**src/rtl/sram_fifo_ctrl_if.sv**
```systemverilog
// Stream and SRAM-port bundle for sram_fifo_ctrl.
// The slave modport is the FIFO controller itself. The master modport is the
// environment: the producer/consumer and the dual-port SRAM it drives.
interface sram_fifo_ctrl_if #(
    parameter int SRAM_DEPTH_BIT = 6,
    parameter int SRAM_WIDTH     = 28
);
    logic                      flush;
    logic                      in_valid;
    logic                      in_ready;
    logic [SRAM_WIDTH-1:0]     in_data;
    logic                      out_valid;
    logic                      out_ready;
    logic [SRAM_WIDTH-1:0]     out_data;
    logic [SRAM_DEPTH_BIT+1:0] count;
    logic                      sram_write_en;
    logic [SRAM_DEPTH_BIT-1:0] sram_addr_w;
    logic [SRAM_WIDTH-1:0]     sram_data_in;
    logic                      sram_read_en;
    logic [SRAM_DEPTH_BIT-1:0] sram_addr_r;
    logic [SRAM_WIDTH-1:0]     sram_data_out;

    modport slave (
        input  flush, in_valid, in_data, out_ready, sram_data_out,
        output in_ready, out_valid, out_data, count,
        output sram_write_en, sram_addr_w, sram_data_in,
        output sram_read_en, sram_addr_r
    );

    modport master (
        output flush, in_valid, in_data, out_ready, sram_data_out,
        input  in_ready, out_valid, out_data, count,
        input  sram_write_en, sram_addr_w, sram_data_in,
        input  sram_read_en, sram_addr_r
    );
endinterface

```
**src/rtl/sram_fifo_ctrl.sv**
```systemverilog
// FIFO controller in front of an external dual-port SRAM with one-cycle read latency.
// Words are written straight into the SRAM. They are read back into a
// two-entry output buffer (head + skid), so a pop and a returning read can
// overlap every cycle without a bubble. At most one SRAM read is in flight.
module sram_fifo_ctrl #(
    parameter int SRAM_DEPTH_BIT = 6,
    parameter int SRAM_DEPTH     = 2 ** SRAM_DEPTH_BIT,
    parameter int SRAM_WIDTH     = 28
) (
    input  logic               clk,
    input  logic               rst,
    sram_fifo_ctrl_if.slave    bus
);
    localparam int UW = SRAM_DEPTH_BIT + 1;
    localparam int CW = SRAM_DEPTH_BIT + 2;

    logic [SRAM_DEPTH_BIT-1:0] wptr;
    logic [SRAM_DEPTH_BIT-1:0] rptr;
    logic [UW-1:0]             unread;
    logic                      rd_pend;
    logic [1:0]                buf_cnt;
    logic [SRAM_WIDTH-1:0]     head_q;
    logic [SRAM_WIDTH-1:0]     skid_q;

    logic                      push_fire;
    logic                      pop_fire;
    logic                      read_issue;
    logic [2:0]                occ_after;

    // Pointer advance with wrap at SRAM_DEPTH (also correct for non power-of-two depths).
    function automatic logic [SRAM_DEPTH_BIT-1:0] next_ptr(input logic [SRAM_DEPTH_BIT-1:0] p);
        if (p == SRAM_DEPTH_BIT'(SRAM_DEPTH - 1))
            return '0;
        else
            return p + 1'b1;
    endfunction

    // Handshakes and read issue. The buffer plus the in-flight read must stay
    // within two entries, counted after this cycle's pop.
    always_comb begin
        bus.in_ready  = (unread != UW'(SRAM_DEPTH)) & ~bus.flush;
        bus.out_valid = (buf_cnt != 2'd0);
        push_fire     = bus.in_valid & bus.in_ready & ~rst;
        pop_fire      = bus.out_valid & bus.out_ready;
        occ_after     = {1'b0, buf_cnt} + {2'b00, rd_pend} - {2'b00, pop_fire};
        read_issue    = (unread != '0) & (occ_after < 3'd2) & ~bus.flush & ~rst;
    end

    assign bus.sram_write_en = push_fire;
    assign bus.sram_addr_w   = wptr;
    assign bus.sram_data_in  = bus.in_data;
    assign bus.sram_read_en  = read_issue;
    assign bus.sram_addr_r   = rptr;
    assign bus.out_data      = head_q;
    assign bus.count         = CW'(unread) + CW'(rd_pend) + CW'(buf_cnt);

    // Control state: pointers, SRAM occupancy, in-flight flag and buffer fill.
    // Both reset and flush clear it, which also drops a read that returns next cycle.
    always_ff @(posedge clk) begin
        if (rst || bus.flush) begin
            wptr    <= '0;
            rptr    <= '0;
            unread  <= '0;
            rd_pend <= 1'b0;
            buf_cnt <= 2'd0;
        end else begin
            if (push_fire)
                wptr <= next_ptr(wptr);
            if (read_issue)
                rptr <= next_ptr(rptr);
            unread  <= unread + UW'(push_fire) - UW'(read_issue);
            rd_pend <= read_issue;
            buf_cnt <= buf_cnt + 2'(rd_pend) - 2'(pop_fire);
        end
    end

    // Output buffer data. Returning SRAM words fill the tail. A pop shifts skid into head.
    // It is not reset: buf_cnt alone says which entries hold data.
    always_ff @(posedge clk) begin
        if (pop_fire && rd_pend) begin
            if (buf_cnt == 2'd2) begin
                head_q <= skid_q;
                skid_q <= bus.sram_data_out;
            end else begin
                head_q <= bus.sram_data_out;
            end
        end else if (pop_fire) begin
            head_q <= skid_q;
        end else if (rd_pend) begin
            if (buf_cnt == 2'd0)
                head_q <= bus.sram_data_out;
            else
                skid_q <= bus.sram_data_out;
        end
    end
endmodule

```
**src/flat_wrapper.sv**
```systemverilog
// flat-port wrapper written by rule: the top's interface ports become plain ports
module sram_fifo_ctrl_flat 
#(
    parameter int SRAM_DEPTH_BIT = 6,
    parameter int SRAM_DEPTH     = 2 ** SRAM_DEPTH_BIT,
    parameter int SRAM_WIDTH     = 28
)
  (clk, rst, bus_flush, bus_in_valid, bus_in_data, bus_out_ready, bus_sram_data_out, bus_in_ready, bus_out_valid, bus_out_data, bus_count, bus_sram_write_en, bus_sram_addr_w, bus_sram_data_in, bus_sram_read_en, bus_sram_addr_r);
  sram_fifo_ctrl_if #(.SRAM_DEPTH_BIT(SRAM_DEPTH_BIT), .SRAM_WIDTH(SRAM_WIDTH)) bus_i ();
  input  logic clk;
  input  logic rst;
  input wire logic [$bits(bus_i.flush)-1:0] bus_flush;
  input wire logic [$bits(bus_i.in_valid)-1:0] bus_in_valid;
  input wire logic [$bits(bus_i.in_data)-1:0] bus_in_data;
  input wire logic [$bits(bus_i.out_ready)-1:0] bus_out_ready;
  input wire logic [$bits(bus_i.sram_data_out)-1:0] bus_sram_data_out;
  output wire logic [$bits(bus_i.in_ready)-1:0] bus_in_ready;
  output wire logic [$bits(bus_i.out_valid)-1:0] bus_out_valid;
  output wire logic [$bits(bus_i.out_data)-1:0] bus_out_data;
  output wire logic [$bits(bus_i.count)-1:0] bus_count;
  output wire logic [$bits(bus_i.sram_write_en)-1:0] bus_sram_write_en;
  output wire logic [$bits(bus_i.sram_addr_w)-1:0] bus_sram_addr_w;
  output wire logic [$bits(bus_i.sram_data_in)-1:0] bus_sram_data_in;
  output wire logic [$bits(bus_i.sram_read_en)-1:0] bus_sram_read_en;
  output wire logic [$bits(bus_i.sram_addr_r)-1:0] bus_sram_addr_r;
  assign bus_i.flush = bus_flush;
  assign bus_i.in_valid = bus_in_valid;
  assign bus_i.in_data = bus_in_data;
  assign bus_i.out_ready = bus_out_ready;
  assign bus_i.sram_data_out = bus_sram_data_out;
  assign bus_in_ready = bus_i.in_ready;
  assign bus_out_valid = bus_i.out_valid;
  assign bus_out_data = bus_i.out_data;
  assign bus_count = bus_i.count;
  assign bus_sram_write_en = bus_i.sram_write_en;
  assign bus_sram_addr_w = bus_i.sram_addr_w;
  assign bus_sram_data_in = bus_i.sram_data_in;
  assign bus_sram_read_en = bus_i.sram_read_en;
  assign bus_sram_addr_r = bus_i.sram_addr_r;
  sram_fifo_ctrl #(.SRAM_DEPTH_BIT(SRAM_DEPTH_BIT), .SRAM_DEPTH(SRAM_DEPTH), .SRAM_WIDTH(SRAM_WIDTH)) u_core (.clk(clk), .rst(rst), .bus(bus_i));
endmodule
```
**config.mk**
```make
export PLATFORM = sky130hd
export DESIGN_NAME = sram_fifo_ctrl_flat
export DESIGN_NICKNAME = d
export VERILOG_FILES = /design/src/rtl/sram_fifo_ctrl_if.sv /design/src/rtl/sram_fifo_ctrl.sv /design/src/flat_wrapper.sv
export SDC_FILE = /design/constraint.sdc
export NUM_CORES = 1
export LEC_CHECK = 0
export ABC_AREA = 1
export CORE_ASPECT_RATIO = 2
export CORE_MARGIN = 5
export CORE_UTILIZATION = 41
export CTS_CLUSTER_DIAMETER = 200
export DETAILED_ROUTE_END_ITERATION = 10
export PLACE_DENSITY_LB_ADDON = 0.05
export SYNTH_ARGS = -nofsm -noshare
export SYNTH_HDL_FRONTEND = slang
export SYNTH_SLANG_ARGS = --single-unit
```
**constraint.sdc**
```tcl
create_clock -name clk -period 3.4 [get_ports clk]
set_clock_uncertainty 0.2 [all_clocks]
set_input_delay 0.68 -clock clk [delete_from_list [all_inputs] [get_ports clk]]
set_output_delay 0.68 -clock clk [all_outputs]
set_load 0.005 [all_outputs]
```
==> results.toml <==
[placement]
port_buffers = 84
dpl-instance-area_sq_um = 4860
dp.cells = 613
gp_congestion = 0.807
dp_hpwl_um = 6200

[power]
combPwrFrac_pct = 30.6
power.switching_w = 0.000971
leakagePower_nw = 2.15
swShare_pct = 28.7
p_int_w = 0.00241
p_clk_share_pct = 32.2
peakVddDrop_mv = 0.480
seqPwrFrac_pct = 37.2
p_per_area_nw_per_um2 = 642

[critical_path]
cp_slowest_cell = "fa_2"
cp.buffers_inverters = 7
cp.arrival_ps = 2520
slowest_delay_ps = 580
cp-startpoint = "bus_out_ready"
crit_chain = "buf_8 > inv_8 > nor2_4 > xor2_2 > ha_2 > inv_2 > fa_2 > inv_2 > nor2_4 > nand2_2 > nor2_4 > buf_4 > buf_6 > clkbuf_2"
crit_top_cell = "nor2_4"
crit_fanout = 2
reg2reg_depth = 21
crit_cells = 14
r2r_start = "u_core.buf_cnt[0]"
end_kind = "output port"
crit_path_end = "bus_sram_read_en"
critPathLaunchType = "primary input"
crit_family = "adder cells"
critical_path_class = "in2out"
r2r_end = "u_core.unread[6]"
r2r_slack_ps = 80
crit_required_ps = 2520

[routing]
first_iter_violations = 89
drtPass1Iterations = 4
drtAntennaViolNets = 0
num_vias = 2849
drc = 0
routed_via_density = 4.52
post_drt_wl_per_cell_um = 12.9
wl_um = 8150

[timing]
fin_hold_ws_ps = 305
relSlewSlack_pct = 46.6
worstMarginPinSlew_ps = 798
slew_viol_final = 0
fmax_mhz = 294
fin_crit_ps = 3400
hold_violations = 0
rsz0062_at_grt = "yes"
setup_viol_count_final = 0
fin_crit_sh_pct = 100

[synthesis]
netlist_area_sq_um = 3980
yosysSeqAreaShare_pct = 53.3
syn-mean-instance-area_sq_um = 9.55
synth-edff-count = 56
yosys.area.top_type_share_pct = 42.2
yosysTopAreaCell = "edfxtp_1"
ys_seq_elements = 78
ys_top_cells_by_area = "edfxtp_1 42%, dfxtp_1 11%, inv_1 7.1%"
ys.warnings.count = 0
ys_top_cells_by_count = "75 x inv_1, 61 x nor2_1, 59 x nand2_1"
synth_flop_cell = "edfxtp_1"
synthCells = 417
syn_nets = 499
synth_most_common_cell = "inv_1"
ys_types = 24
async_flop_share_pct = 0

[cells_and_area]
drive_gt1_share_pct = 14.6
fin_cells = 631
syn2layout_area_growth_pct = 32.1
fillers = 908
num_antenna_cells = 0
layout.nets = 576
postLayoutCellArea_sq_um = 5260
multi_input_area_sq_um = 1360
seqCellArea_sq_um = 2120

[clocking]
worstSkewPairLatency_ps = 330
clockBufferDepth = 2
cts_buffers = 9
clk_pin_slew_worst_paths_ps = 60
cts_tree = "done"
htreeDepth = 3
hold_buffers = 0
cts_num_sinks = 78
root_buffer = "clkbuf_16"

[grt]
gr-total-overflow = 0
grtUsageTotal_pct = 14.5
grt_pass1_wl_um = 13300
antenna_found_initial = 0
grt_pass1_vias = 2893
grt_max_degree = 29

[floorplan]
io_pins = 141
dieHeight_um = 149
die_area_sq_um = 11900
placementRows = 51
initial_core_util_pct = 41.3
die_w_um = 79.7
core_area_sq_um = 9640

[job]
maxCapViolations = 0

[min_path]
worstHoldStart = "u_core.bus.sram_addr_w[2]"
hp-class = "reg2reg"

[outcome]
status = "completed"
## cell families after synthesis
| family | Yosys count | share of synthesized area (%) |
|---|---|---|
| xor+xnor | 9 | 1.98 |
| simple gates | 144 | 15.0 |
| flops | 78 | 53.3 |
| compound gates | 52 | 7.89 |
| fa+ha+maj | 21 | 7.35 |
| buf+inv | 113 | 14.5 |
## final cells by class
cell class,instances,area share [%]
inverters,77,5.63
flip-flops and latches,78,40.3
multi-input cells,226,25.8
clock inverters,5,2.04
clock buffers,11,4.42
repair buffers,102,18.6
well taps,132,3.14
## what timing repair did
| item | CTS | global route |
|---|---|---|
| pin swaps | 2 | 10 |
| setup endpoints to repair | 7 | 6 |
| setup buffers | 0 | 2 |
| gates resized for setup | 8 | 11 |
## registers in the layout, summed over array words and instances (netlist names)
| name | cells |
|---|---|
| u_core.bus.out_data | 28 |
| u_core.skid_q | 28 |
| u_core.unread | 7 |
| u_core.bus.sram_addr_r | 6 |
| u_core.bus.sram_addr_w | 6 |
| u_core.buf_cnt | 2 |
| u_core.rd_pend | 1 |
## through the flow
| stage | utilization, % | power (W) | setup slack [ps] | TNS, ps |
|---|---|---|---|---|
| 6_report | 54.6 | 0.00338 | 1.23 | 0 |
| 5_1_grt | 54.6 | 0.00360 | -127 | -514 |
| 4_1_cts | 54.0 | 0.00341 | 3.63 | 0 |
| 3_5_place_dp | 50.5 | 0.00231 | -845 | -4980 |
| 3_3_place_gp | 50.5 | 0.00230 | -790 | -4510 |
| 2_1_floorplan | - | 0.00185 | -216 | -3180 |
## worst min-delay path: stages (launching register included)
cell,delay [ps]
dfxtp_1,350
inv_1,60
a21oi_1,50
## worst min-delay path by stage
stage	end	slack (ps)	cells past startpoint
6_report	u_core.bus.sram_addr_w[2]	300	2
5_1_grt	u_core.bus.sram_addr_w[1]	360	2
4_1_cts	u_core.bus.sram_addr_w[2]	300	2
3_5_place_dp	u_core.bus.sram_addr_w[2]	290	2
3_3_place_gp	u_core.bus.sram_addr_w[2]	280	2
2_1_floorplan	u_core.bus.sram_addr_w[2]	280	2
## routing by layer
layer	share of wire, %	global-route usage, %	vias up
li1	-	-	1441
met1	35	13.8	1313
met2	57	27.1	80
met3	5.5	4.72	15
met4	2.3	7.06	0
met5	0	0	-
## power groups by stage
| stage | Sequential (W) | Combinational, W | Clock, W |
|---|---|---|---|
| 5_1_grt | 0.00127 | 0.00116 | 0.00117 |
| 3_5_place_dp | 0.00128 | 0.00104 | 0 |
| 4_1_cts | 0.00126 | 0.00104 | 0.00112 |
| 2_1_floorplan | 0.00128 | 0.000570 | 0 |
| 3_3_place_gp | 0.00127 | 0.00102 | 0 |
| 6_report | 0.00126 | 0.00104 | 0.00109 |
## layout by cell type (no fill, tap or decap), types with 9 or more instances in the layout
| master | n |
|---|---|
| clkdlybuf4s50_1 | 82 |
| a21oi_1 | 28 |
| inv_1 | 69 |
| dfxtp_1 | 21 |
| nand2_1 | 59 |
| ha_1 | 14 |
| nand3_1 | 14 |
| edfxtp_1 | 56 |
| nor2_1 | 60 |
| clkbuf_16 | 9 |
| a21oi_2 | 12 |
| buf_4 | 17 |
Note: power is estimated with default switching activity, not from simulation.
